`config.mk`:
```
export PLATFORM = sky130hd
export DESIGN_NAME = lr35902_oam
export DESIGN_NICKNAME = d
export VERILOG_FILES = /design/src/rtl/lr35902_oam_pkg.sv /design/src/rtl/lr35902_oam_ram.sv /design/src/rtl/lr35902_oam.sv
export SDC_FILE = /design/constraint.sdc
export NUM_CORES = 1
export LEC_CHECK = 0
export CELL_PAD_IN_SITES_DETAIL_PLACEMENT = 0
export CELL_PAD_IN_SITES_GLOBAL_PLACEMENT = 1
export CORE_ASPECT_RATIO = 1.5
export CORE_MARGIN = 4
export CORE_UTILIZATION = 49
export DETAILED_ROUTE_END_ITERATION = 8
export GPL_TIMING_DRIVEN = 1
export PLACE_DENSITY_LB_ADDON = 0.1
export SYNTH_ARGS = -nofsm -noshare
export SYNTH_HDL_FRONTEND = slang
export SYNTH_HIERARCHICAL = 1
export SYNTH_SLANG_ARGS = --single-unit
```
`constraint.sdc`:
```
create_clock -name clk -period 4.4 [get_ports clk]
set_clock_uncertainty 0.15 [all_clocks]
set_input_delay 0.88 -clock clk [delete_from_list [all_inputs] [get_ports clk]]
set_output_delay 0.88 -clock clk [all_outputs]
set_load 0.01 [all_outputs]
```
`src/rtl/lr35902_oam_pkg.sv`:
```
// Shared sizes, open-bus constants and storage request type for the OAM responder.
package lr35902_oam_pkg;

  localparam logic [7:0]  OAM_BYTES     = 8'd160;
  localparam logic [6:0]  OAM_WORDS     = 7'd80;
  localparam logic [7:0]  OAM_OPEN_BUS  = 8'hff;
  localparam logic [15:0] OAM_OPEN_WORD = 16'hffff;

  // One storage access per cycle; the arbiter fills exactly one of these.
  typedef struct packed {
    logic [6:0]  addr;
    logic [1:0]  be;
    logic [15:0] wdata;
    logic        re;
  } oam_req_t;

  // Byte lane enable for a byte address whose LSB picks the high (X) byte.
  function automatic logic [1:0] lane_en(input logic hi);
    return hi ? 2'b10 : 2'b01;
  endfunction

  function automatic logic [7:0] lane_sel(input logic [15:0] word, input logic hi);
    return hi ? word[15:8] : word[7:0];
  endfunction

endpackage

```
`src/rtl/lr35902_oam_ram.sv`:
```
// 80x16 single-port synchronous sprite RAM with byte enables and registered read.
module lr35902_oam_ram
  import lr35902_oam_pkg::*;
(
  input  logic        clk,
  input  logic [6:0]  addr,
  input  logic [1:0]  be,
  input  logic [15:0] wdata,
  input  logic        re,
  output logic [15:0] rdata
);

  logic [15:0] mem [0:OAM_WORDS-1];

  // NOTE: storage and read register are deliberately not reset, so contents survive reset and map to plain RAM.
  always_ff @(posedge clk) begin
    if (addr < OAM_WORDS) begin
      if (be[0]) mem[addr][7:0]  <= wdata[7:0];
      if (be[1]) mem[addr][15:8] <= wdata[15:8];
    end
    if (re) rdata <= (addr < OAM_WORDS) ? mem[addr] : OAM_OPEN_WORD;
  end

endmodule

```
`src/rtl/lr35902_oam.sv`:
```
// OAM responder: arbitrates DMA > PPU > CPU onto the sprite RAM and returns open-bus data on refusal.
// Define LR35902_OAM_PPU_LOCK_EN to also lock the CPU out while ppu_busy is high.
module lr35902_oam
  import lr35902_oam_pkg::*;
(
  input  logic        clk,
  input  logic        reset,
  input  logic [7:0]  dma_adr,
  input  logic [7:0]  dma_din,
  input  logic        dma_write,
  input  logic        dma_active,
  input  logic [7:0]  cpu_adr,
  input  logic [7:0]  cpu_din,
  input  logic        cpu_read,
  input  logic        cpu_write,
  output logic [7:0]  cpu_dout,
  output logic        cpu_blocked,
  input  logic [6:0]  ppu_adr,
  input  logic        ppu_read,
  input  logic        ppu_busy,
  output logic [15:0] ppu_dout,
  output logic        ppu_valid
);

  logic        dma_wr_ok;
  logic        cpu_strobe;
  logic        cpu_in_range;
  logic        cpu_lock;
  logic        cpu_grant;
  logic        cpu_rd_grant;
  logic        ppu_grant;
  oam_req_t    req;
  logic [15:0] rdata;

  logic        cpu_pend;
  logic        cpu_pend_hi;
  logic [7:0]  cpu_hold;
  logic        ppu_pend;
  logic [15:0] ppu_hold;

`ifdef LR35902_OAM_PPU_LOCK_EN
  assign cpu_lock = ppu_busy;
`else
  logic unused_ppu_busy;
  assign unused_ppu_busy = ppu_busy;
  assign cpu_lock        = 1'b0;
`endif

  assign dma_wr_ok    = dma_write && (dma_adr < OAM_BYTES);
  assign ppu_grant    = ppu_read && !dma_write;
  assign cpu_strobe   = cpu_read || cpu_write;
  assign cpu_in_range = cpu_adr < OAM_BYTES;
  assign cpu_grant    = cpu_strobe && cpu_in_range && !dma_active && !dma_write
                        && !ppu_read && !cpu_lock;
  assign cpu_rd_grant = cpu_grant && !cpu_write;

  // An out-of-range DMA write still owns the cycle; it just enables no byte lane.
  always_comb begin
    // NOTE: default every field first so no branch leaves req unassigned and infers a latch.
    req = '0;
    if (dma_write) begin
      req.addr  = dma_adr[7:1];
      req.be    = dma_wr_ok ? lane_en(dma_adr[0]) : 2'b00;
      req.wdata = {dma_din, dma_din};
    end else if (ppu_read) begin
      req.addr = ppu_adr;
      req.re   = 1'b1;
    end else if (cpu_grant) begin
      req.addr  = cpu_adr[7:1];
      req.be    = cpu_write ? lane_en(cpu_adr[0]) : 2'b00;
      req.wdata = {cpu_din, cpu_din};
      req.re    = !cpu_write;
    end
  end

  lr35902_oam_ram u_ram (
    .clk   (clk),
    .addr  (req.addr),
    .be    (req.be),
    .wdata (req.wdata),
    .re    (req.re),
    .rdata (rdata)
  );

  // RAM read data is shared, so each requester captures its word into a hold register one cycle later.
  // NOTE: non-blocking assignments keep every register sampling pre-edge values, so later
  // statements here only override earlier ones and never see their results.
  always_ff @(posedge clk) begin
    if (reset) begin
      cpu_pend    <= 1'b0;
      cpu_pend_hi <= 1'b0;
      cpu_hold    <= OAM_OPEN_BUS;
      cpu_blocked <= 1'b0;
      ppu_pend    <= 1'b0;
      ppu_hold    <= 16'h0000;
      ppu_valid   <= 1'b0;
    end else begin
      cpu_pend    <= cpu_rd_grant;
      cpu_pend_hi <= cpu_adr[0];
      ppu_pend    <= ppu_grant;
      ppu_valid   <= ppu_read;
      if (cpu_pend) cpu_hold <= lane_sel(rdata, cpu_pend_hi);
      if (ppu_pend) ppu_hold <= rdata;
      if (cpu_read && !cpu_write && !cpu_rd_grant) cpu_hold <= OAM_OPEN_BUS;
      if (ppu_read && dma_write) ppu_hold <= OAM_OPEN_WORD;
      if (cpu_strobe && cpu_in_range) cpu_blocked <= !cpu_grant;
    end
  end

  assign cpu_dout = cpu_pend ? lane_sel(rdata, cpu_pend_hi) : cpu_hold;
  assign ppu_dout = ppu_pend ? rdata : ppu_hold;

endmodule

```
==> metrics.txt <==
status=finished clean; Leakage Power=19.5 nW; WL/cell=30.9 um; RSZ-0062 raised after global routing=false; crit path time final=4.16 ns; routed vias=30.5k; Post-Synth Adder-Cell Area=0%; Reg2Reg Depth=7; Post-DP Area=58600 um2; Distinct cells, synth=74; placement row count=146; Vert. Die Dim=407 um; number of global-route vias before repair=31.5k; worst-margin pin slew=1.05 ns; crit path max fanout=13; Post-Synth Simple-Gate Area=3.62%; Synth Warn #=6; cts repair resizes=0; fin crit share=94.6%; initial antenna violation count=2; M1 GR Usage=34.3%; DR pass1 iterations=6; CTS tree=done; GRT Overall Usage=27.7%; post-synthesis compound-gate area fraction=7.95%; Horiz. Die Dim=274 um; clock share of power=38.9%; hold crit path type=reg2reg; Worst R2R Start=u_ram/mem[42][15]; CTS H-tree depth=3; total global routing overflow=0; clock buffer count from CTS=118; most common cell after layout, fill and taps aside=edfxtp_1; Required @ worst endpoint=4.71 ns; crit path capture type=register; Synth async-reset ratio=0%; first-pass GRT wire length=223000 um; proportion of power drawn by combinational gates=10.1%; latest clock arrival within the worst-skew pair=0.73 ns; Residual DRC=0; Fmax achieved=240 MHz; DP Worst Slack=-0.439 ns; hpwl dp=106000 um; multiplexer share of the synthesized area=10.3%; post-synthesis cell count=2928; Post-Synth XOR/XNOR Area=0%; #FFs+latches synth=1325; nets=3544; largest family of logic cells by synthesized area=multiplexers; sequential share of the synthesized area=75.9%; maximum vdd drop=0.000293 V; # setup viols final=0; Worst Setup EP=u_ram/rdata[15]; Port Buf Inserts=71; sw frac=22.9%; # diodes=0; r2r setup slk=1.71 ns; Power Density=439 nW/um2; Max clock buf depth=3; met2 usage=48.3%; Top FF cell, synth=edfxtp_1; Cell Area, Synth=52100 um2; share of cells above drive strength 1=27.0%; Max-Cap Viols=0; Fin. Hold Viols=0; initial DRC count=3158; Initial Util=49.3%; CTS Root Cell=clkbuf_16; clock sink count=1325; CP Launch Point=dma_active; Syn-to-layout area delta=20.3%; Overall Power=0.0275 W; largest net degree at the start of global routing=103; GRT Max-Usage Layer=met2; Max Slew Vio Count=0; number of I/O pins=73; Max-Slew Margin vs Limit=29.0%; CP Class=in2reg; Avg Inst Size Synth=17.8 um2; M3 GR Usage=4.00%; Final WS setup=0.237 ns; internal power=0.0212 W; part of the power in registers=51.0%; TNS Setup=0 ns; Design Area, Final=62600 um2; via/cell ratio=6.10; syn nets=2975; reg2reg end=u_ram/rdata[15]; drt total wl=154000 um; CP startpoint kind=input port; total net switching power=0.00630 W; most frequent cells in the layout=edfxtp_1 (1296), buf_4 (513), nor2_1 (252); ANT nets after route=0; Hold-fix buffers, CTS=0; core area=106000 um2; Post-CTS Setup Bufs=0; die area=112000 um2; gpl congestion=0.888; CTS clock-pin slew for the worst setup and hold paths=0.07 ns; Post-synth EDFFs=1296; crit path DAT=4.47 ns
==> worst min path at each step <==
| stage | cells past startpoint | end | slack (ns) | start |
|---|---|---|---|---|
| global placement | 2 | cpu_blocked | 0.29 | cpu_blocked |
| finish | 2 | cpu_blocked | 0.32 | cpu_blocked |
| floorplan | 2 | cpu_blocked | 0.32 | cpu_blocked |
| global route | 2 | cpu_blocked | 0.33 | cpu_blocked |
| CTS | 2 | cpu_blocked | 0.32 | cpu_blocked |
| detailed placement | 2 | cpu_blocked | 0.31 | cpu_blocked |
==> layout make-up <==
type | instances | area (um2)
Clock buffer | 143 | 3200
Clock inverter | 75 | 826
Inverter | 9 | 36.3
Fill cell | 8143 | 43000
Timing Repair Buffer | 644 | 5760
Multi-Input combinational cell | 1399 | 11500
Sequential cell | 1325 | 39500
Tap cell | 1406 | 1760
==> power groups by stage <==
| stage | clock network, W | logic [W] | registers, W |
|---|---|---|---|
| final | 0.0107 | 0.00278 | 0.0140 |
| after global routing | 0.0114 | 0.00291 | 0.0140 |
| after CTS | 0.0109 | 0.00278 | 0.0140 |
| after detailed placement | 0 | 0.00277 | 0.0143 |
| after global placement | 0 | 0.00274 | 0.0143 |
| after floorplan | 0 | 0.00135 | 0.0143 |
==> through the flow <==
stage                     hold WS (ns)  cells  utilization, %
after detailed placement         0.307   4783            55.5
after CTS                        0.320   5001            59.3
after global routing             0.332   5001            59.3
after floorplan                  0.323   2928               -
final                            0.318   5001            59.3
after global placement           0.292   4783            55.5
==> cells in the mapped netlist (all sizes together) (3+ instances only) <==
| master | n | area share, % |
|---|---|---|
| clkbuf | 64 | 0.46 |
| and2 | 6 | 0.072 |
| a221o | 11 | 0.21 |
| nand3 | 16 | 0.15 |
| edfxtp | 1296 | 75 |
| buf | 131 | 1.7 |
| a221oi | 101 | 1.7 |
| dfxtp | 29 | 1.1 |
| a222oi | 4 | 0.077 |
| a211oi | 11 | 0.16 |
| o22ai | 73 | 0.88 |
| nor2 | 254 | 1.8 |
| o2111ai | 8 | 0.13 |
| o2bb2ai | 6 | 0.11 |
| nand2 | 107 | 0.77 |
| a22oi | 86 | 1.2 |
| nand4 | 3 | 0.036 |
| a31oi | 7 | 0.084 |
| mux2i | 185 | 3.6 |
| a21oi | 100 | 0.96 |
| o221a | 6 | 0.13 |
| o21a | 3 | 0.043 |
| and3 | 7 | 0.084 |
| o311ai | 8 | 0.13 |
| a211o | 4 | 0.067 |
| a311oi | 4 | 0.067 |
| o311a | 3 | 0.058 |
| nand2b | 14 | 0.17 |
| a22o | 24 | 0.40 |
| or2 | 3 | 0.036 |
| mux4 | 119 | 5.1 |
| o21ai | 61 | 0.59 |
| o211ai | 11 | 0.16 |
| a21o | 9 | 0.13 |
| nor4 | 5 | 0.060 |
| nor2b | 11 | 0.13 |
| inv | 7 | 0.050 |
| o22a | 7 | 0.12 |
| nor3 | 20 | 0.21 |
| mux2 | 70 | 1.6 |
| o221ai | 16 | 0.27 |
==> cells by family (layout without fill, tap and decap cells) <==
group,count (synthesis),after routing
AO/OA/AOI/OAI,575,575
flip-flops,1325,1325
multiplexers,374,374
buffers and inverters,204,871
AND/OR/NAND/NOR,450,450
==> layer usage <==
metal | vias to the layer above | wire (um)
met5 | - | 15
met4 | 2 | 7660
met3 | 328 | 9350
met2 | 1277 | 79900
met1 | 15900 | 57600
li1 | 13000 | -
==> critical path: stages <==
cell	delay (ns)
clkdlybuf4s50_1	0.48
nor3_4	0.24
o211a_4	0.20
a21o_4	0.37
buf_4	0.32
mux2_1	0.36
a221oi_1	0.27
o22ai_1	0.16
and2_0	0.18
a2111oi_0	0.66
buf_4	0.22
o311ai_1	0.11
==> flip-flops by register name, indices dropped and copies added, names as in the netlist <==
signal       cells
ppu_valid        1
cpu_hold         8
cpu_pend         1
cpu_blocked      1
ppu_hold        16
ppu_pend         1
u_ram/mem     1280
u_ram/rdata     16
cpu_pend_hi      1
Power figures use the tool's default switching activity.
